<file path="config.mk">
export PLATFORM = sky130hd
export DESIGN_NAME = pipe_hazard_ctrl
export DESIGN_NICKNAME = d
export VERILOG_FILES = /design/src/rtl/pipe_pkg.sv /design/src/rtl/pipe_scoreboard.sv /design/src/rtl/pipe_hazard_ctrl.sv
export SDC_FILE = /design/constraint.sdc
export NUM_CORES = 1
export LEC_CHECK = 0
export CAP_MARGIN = 20
export CORE_MARGIN = 1.5
export CORE_UTILIZATION = 52
export CTS_CLUSTER_DIAMETER = 40
export DETAILED_ROUTE_END_ITERATION = 8
export GPL_TIMING_DRIVEN = 0
export PLACE_DENSITY = 0.84
export REMOVE_ABC_BUFFERS = 1
export SLEW_MARGIN = 25
export SYNTH_ARGS = -nofsm -noshare
export SYNTH_HDL_FRONTEND = slang
export SYNTH_SLANG_ARGS = --single-unit
</file>
<file path="constraint.sdc">
create_clock -name clk -period 4.6 [get_ports clk]
set_input_delay 1.15 -clock clk [delete_from_list [all_inputs] [get_ports clk]]
set_output_delay 1.15 -clock clk [all_outputs]
set_load 0.05 [all_outputs]
</file>
<file path="src/rtl/pipe_pkg.sv">
// Shared opcode constants, forward-select and MUL FSM encodings for the hazard controller.
package pipe_pkg;

    localparam logic [5:0] OP_ADD = 6'b000000;
    localparam logic [5:0] OP_SUB = 6'b000001;
    localparam logic [5:0] OP_AND = 6'b000010;
    localparam logic [5:0] OP_MUL = 6'b000011;

    typedef enum logic [1:0] {
        FWD_NONE  = 2'b00,
        FWD_EXMEM = 2'b01,
        FWD_MEMWB = 2'b10,
        FWD_WB    = 2'b11
    } fwd_sel_e;

    typedef enum logic {
        MUL_IDLE = 1'b0,
        MUL_BUSY = 1'b1
    } mul_state_e;

    function automatic logic writes_rd(input logic [5:0] opcode);
        case (opcode)
            OP_ADD, OP_SUB, OP_AND, OP_MUL: return 1'b1;
            default:                        return 1'b0;
        endcase
    endfunction

endpackage

</file>
<file path="src/rtl/pipe_scoreboard.sv">
// Three-slot {valid, dst} shadow of EX/MEM/WB with per-slot match flags for two source indices.
// Bit 0 of each match vector is EX (youngest), bit 1 MEM, bit 2 WB.
module pipe_scoreboard #(
    parameter int RB = 5
) (
    input  logic          clk,
    input  logic          reset,
    input  logic          hold,
    input  logic          kill,
    input  logic          in_valid,
    input  logic [RB-1:0] in_dst,
    input  logic [RB-1:0] rs,
    input  logic [RB-1:0] rt,
    output logic [2:0]    match_rs,
    output logic [2:0]    match_rt
);

    logic          ex_vld, mem_vld, wb_vld;
    logic [RB-1:0] ex_dst, mem_dst, wb_dst;

    always_ff @(posedge clk or posedge reset) begin
        if (reset) begin
            ex_vld  <= 1'b0;
            mem_vld <= 1'b0;
            wb_vld  <= 1'b0;
            ex_dst  <= '0;
            mem_dst <= '0;
            wb_dst  <= '0;
        end else begin
            // A held EX keeps its producer; MEM sees a bubble while it waits.
            if (kill) begin
                ex_vld <= 1'b0;
            end else if (!hold) begin
                ex_vld <= in_valid;
                ex_dst <= in_dst;
            end
            mem_vld <= hold ? 1'b0 : ex_vld;
            mem_dst <= ex_dst;
            wb_vld  <= mem_vld;
            wb_dst  <= mem_dst;
        end
    end

    always_comb begin
        match_rs[0] = ex_vld  && (ex_dst  == rs) && (rs != '0);
        match_rs[1] = mem_vld && (mem_dst == rs) && (rs != '0);
        match_rs[2] = wb_vld  && (wb_dst  == rs) && (rs != '0);
        match_rt[0] = ex_vld  && (ex_dst  == rt) && (rt != '0);
        match_rt[1] = mem_vld && (mem_dst == rt) && (rt != '0);
        match_rt[2] = wb_vld  && (wb_dst  == rt) && (rt != '0);
    end

endmodule

</file>
<file path="src/rtl/pipe_hazard_ctrl.sv">
// 5-stage pipeline hazard controller: registered forward selects at issue, MUL holds EX for MUL_LAT-1 stalls.
// HAZARD_FWD_EN selects forwarding; without it any RAW match stalls/bubbles until the producer retires.
module pipe_hazard_ctrl
    import pipe_pkg::*;
#(
    parameter int RB      = 5,
    parameter int MUL_LAT = 3
) (
    input  logic          clk,
    input  logic          reset,
    input  logic          id_valid,
    input  logic [5:0]    id_opcode,
    input  logic [RB-1:0] id_rs,
    input  logic [RB-1:0] id_rt,
    input  logic [RB-1:0] id_rd,
    input  logic          flush,
    output logic          stall_if,
    output logic          bubble_ex,
    output logic          hold_ex,
    output logic [1:0]    fwd_a,
    output logic [1:0]    fwd_b,
    output logic          ex_busy
);

    mul_state_e state;
    logic [3:0] cnt;
    fwd_sel_e   fwd_a_q, fwd_b_q;
    logic [2:0] match_rs, match_rt;
    logic       busy, data_stall, issue, sb_in_valid;

    assign busy = (state == MUL_BUSY);

`ifdef HAZARD_FWD_EN
    assign data_stall = 1'b0;
`else
    // A busy MUL already freezes ID/EX, so a RAW match must not also inject a bubble.
    assign data_stall = id_valid && !busy && ((|match_rs) || (|match_rt));
`endif

    assign stall_if    = busy || data_stall;
    assign bubble_ex   = flush || data_stall;
    assign hold_ex     = busy && !flush;
    assign issue       = id_valid && !stall_if && !flush;
    assign sb_in_valid = issue && writes_rd(id_opcode) && (id_rd != '0);

    pipe_scoreboard #(.RB(RB)) u_sb (
        .clk      (clk),
        .reset    (reset),
        .hold     (busy),
        .kill     (flush),
        .in_valid (sb_in_valid),
        .in_dst   (id_rd),
        .rs       (id_rs),
        .rt       (id_rt),
        .match_rs (match_rs),
        .match_rt (match_rt)
    );

    function automatic fwd_sel_e pick(input logic [2:0] m);
        if (m[0])      return FWD_EXMEM;
        else if (m[1]) return FWD_MEMWB;
        else if (m[2]) return FWD_WB;
        else           return FWD_NONE;
    endfunction

    always_ff @(posedge clk or posedge reset) begin
        if (reset) begin
            state   <= MUL_IDLE;
            cnt     <= 4'd0;
            fwd_a_q <= FWD_NONE;
            fwd_b_q <= FWD_NONE;
        end else if (flush) begin
            state   <= MUL_IDLE;
            cnt     <= 4'd0;
            fwd_a_q <= FWD_NONE;
            fwd_b_q <= FWD_NONE;
        end else if (issue) begin
`ifdef HAZARD_FWD_EN
            fwd_a_q <= pick(match_rs);
            fwd_b_q <= pick(match_rt);
`else
            fwd_a_q <= FWD_NONE;
            fwd_b_q <= FWD_NONE;
`endif
            if ((id_opcode == OP_MUL) && (MUL_LAT > 1)) begin
                state <= MUL_BUSY;
                cnt   <= 4'(MUL_LAT - 1);
            end
        end else if (busy) begin
            cnt <= cnt - 4'd1;
            if (cnt == 4'd1) begin
                state <= MUL_IDLE;
            end
        end
    end

    assign fwd_a   = fwd_a_q;
    assign fwd_b   = fwd_b_q;
    assign ex_busy = busy;

endmodule
</file>
==> flow_metrics.tcl <==
set metrics [dict create \
    status "finished, final reports clean" \
    place_area_mm2 0.001590 \
    synth_cells 124 \
    yosysWarnings 0 \
    grt_antenna_before_repair 0 \
    post-place-cells 177 \
    ys_types 31 \
    synth_area_leaders "dfrtp_1 (44%), xnor2_1 (16%), xor2_1 (5.4%), mux2_2 (4.3%), nand4_1 (3.4%)" \
    drc 0 \
    drive_above_1_share_pct 9.677 \
    start_util_pct 56.64 \
    critPathSlowestCell "clkdlybuf4s50_1" \
    synth_top_area_share_pct 44.23 \
    fmax_ghz 0.2243 \
    power_frac_clock_pct 21.6 \
    p_sw_uw 118.1 \
    fin_nets 183 \
    power_frac_comb_pct 22.7 \
    setup_tns_ps 0 \
    top_layer_used "met4" \
    worstHoldPathType "flip-flop to flip-flop" \
    grtUsageTotal_pct 22.68 \
    critical-path-max-stage-delay_ps 520 \
    criticalPathCategory "input port to primary output" \
    leakage_nw 0.6840 \
    place_congestion 0.8822 \
    grt_max_degree 24 \
    netlist_area_mm2 0.001301 \
    rsz0062_at_grt "false" \
    ir_drop_mv 0.2581 \
    fin_worst_skew_ps 3.953 \
    rows 17 \
    met1Wirelength_mm 1.192 \
    ys_ff_latch 23 \
    drtIter0Drc 16 \
    dp_hpwl_mm 2.102 \
    postRouteAntennaNets 0 \
    p_per_area_mw_per_mm2 257.7 \
    hold_violations 0 \
    final_cells 183 \
    worst-path-buf-inv 2 \
    cp_max_fo 4 \
    synth_top_area_cell "dfrtp_1" \
    clk_path_buf_depth 2 \
    die_x_um 53.03 \
    cp-end-kind "primary output" \
    wl_mm 2.703 \
    cts_made_buffers 3 \
    antenna_cells 0 \
    cp-start-kind "input port" \
    tightestPinTransition_ps 841.1 \
    ios 33 \
    wl_met2_mm 1.343 \
    min_period_over_period_pct 96.92 \
    path_clk_slew_ps 110 \
    clock_sinks 23 \
    finalInstanceArea_mm2 0.001629 \
    die_y_um 53.03 \
    die-area_mm2 0.002812 \
    clock-root-buffer "clkbuf_4" \
    port-buffer-count 28 \
    grt_pass1_wl_mm 4.595 \
    via_per_inst 5.601 \
    maxSlewViolCount 0 \
    clk_latency_ps 310 \
    cts_htree_levels 1 \
    vias 1025 \
    finalWorstPathRequiredPeriod_ps 4458 \
    wire_per_inst_um 14.77 \
    grt_pass1_vias 1083 \
    required_ps 3450 \
    max_cap_violations 0 \
    p_sw_share_pct 28.13 \
    syn_to_final_growth_pct 25.19 \
    p_int_uw 301.7 \
    core_area_mm2 0.002297 \
    cts_tree "built" \
    cts_hold_buf 0 \
    cp_top_family "simple AND/OR/NAND/NOR gates" \
    worstPathCellList "clkdlybuf4s50_1 > or4_1 > nor2_2 > nor4_1 > nor4_2 > nand2_1 > a21o_1 > buf_2" \
    cp.arrival_ps 3310 \
    relSlewSlack_pct 43.86 \
    setup_violations 0 \
    drt_first_pass_iters 4 \
    wl_met3_um 139 \
    avgSynthCellArea_um2 10.49 \
    overflow 0 \
    ys_seq_area_share_pct 44.23 \
    seqPwrFrac_pct 55.7 \
]
[synth_stat cells]
| master | instances |
|---|---|
| dfrtp_1 | 23 |
| or4_1 | 1 |
| and3b_1 | 1 |
| xor2_1 | 8 |
| nand4b_1 | 1 |
| a21oi_1 | 1 |
| o21ai_0 | 1 |
| nand2_1 | 11 |
| nor3b_1 | 1 |
| nor4b_1 | 1 |
| nor4_1 | 3 |
| a21o_1 | 2 |
| and4_1 | 1 |
| inv_1 | 3 |
| ha_1 | 2 |
| nor2b_1 | 3 |
| a221oi_2 | 1 |
| conb_1 | 1 |
| nor2_2 | 1 |
| nor2_1 | 6 |
| and3_1 | 2 |
| nand4_1 | 7 |
| xnor2_1 | 24 |
| nor4_2 | 1 |
| mux2_2 | 5 |
| a22o_1 | 1 |
| a32o_1 | 1 |
| o22ai_1 | 1 |
| buf_4 | 4 |
| nor3_1 | 4 |
| clkbuf_1 | 2 |
[routing by layer]
metal | up-vias | global-route usage [%]
li1 | 484 | -
met1 | 494 | 27.37
met2 | 43 | 41.46
met3 | 4 | 3.107
met4 | 0 | 6.838
met5 | - | 0
[final timing paths]
check / startpoint / to / slack (ps) / cells after the start
max reg2reg: u_sb.ex_dst[4] / cnt[2] / 2570 / 8
min in group asynchronous: reset / u_sb.wb_dst[0] / 1300 / 2
min: u_sb.mem_vld / u_sb.wb_vld / 420 / 0
min reg2reg: u_sb.mem_vld / u_sb.wb_vld / 420 / 0
max in group asynchronous: reset / cnt[2] / 2790 / 2
max: id_rs[4] / bubble_ex / 140 / 8
[cell families (layout without fill, tap and decap cells)]
logic type	after synthesis	count (layout)	synth area share, %
xor+xnor	32	32	21.54
compound gates	8	8	4.999
fa+ha+maj	2	2	1.923
flops	23	23	44.23
buf+inv	9	37	3.750
simple gates	44	44	18.94
other cells	1	4	0.2882
mux	5	5	4.327
[power groups by stage]
stage	Combinational (mW)	Sequential (mW)	Clock, mW
floorplan	0.0578	0.235	0
global placement	0.0913	0.237	0
detailed placement	0.0954	0.238	0
CTS	0.0958	0.234	0.0927
global route	0.103	0.237	0.100
finish	0.0952	0.234	0.0908
[cell type report]
class                           instances  area, µm²
Sequential cell                        23      575.6
Inverter                                3      11.26
Multi-Input combinational cell         95      688.2
Timing Repair Buffer                   30      292.8
Clock buffer                            4      26.28
Fill cell                             192      668.1
Tap cell                               28      35.03
[through the flow]
| step | power, mW | util [%] | hold WS (ps) | setup WS [ps] |
|---|---|---|---|---|
| final | 0.4198 | 70.91 | 421.6 | 141.8 |
| after global routing | 0.4400 | 70.91 | 441.4 | 33.35 |
| after CTS | 0.4225 | 70.53 | 433.8 | 2.302 |
| after detailed placement | 0.3336 | 69.23 | 406.5 | -480.1 |
| after global placement | 0.3284 | 69.23 | 391.7 | -426.6 |
| after floorplan | 0.2924 | - | 373.4 | 785.5 |
[worst reg2reg max path, stage by stage (launching register included)]
cell,delay (ps)
dfrtp_1,450
xor2_1,200
nor4_1,70
and4_1,200
nor4_2,330
buf_4,170
buf_4,100
nand4_1,120
a32o_1,290
[registers in the layout, indices dropped and copies added (netlist names)]
signal / flops
cnt: 4
ex_busy: 1
u_sb.ex_dst: 5
u_sb.ex_vld: 1
u_sb.mem_dst: 5
u_sb.mem_vld: 1
u_sb.wb_dst: 5
u_sb.wb_vld: 1
[placed cells by master, fill, tap and decap left out, types with 3 or more instances in the layout]
cell and instances:
clkbuf_4 3, clkdlybuf4s50_1 23, conb_1 4, dfrtp_1 23, dlymetal6s2s_1 3, inv_1 3
mux2_2 5, nand2_1 11, nand4_1 7, nor2_1 6, nor2b_1 3, nor3_1 4
nor4_1 3, xnor2_1 24, xor2_1 8
[repair_timing]
item / in CTS / in global routing
buffers inserted: 1 / 1
pin swaps: 1 / 1
resized for setup: 8 / 5
setup endpoints to repair: 2 / 2
No activity file was read; power rests on OpenSTA's default activity.
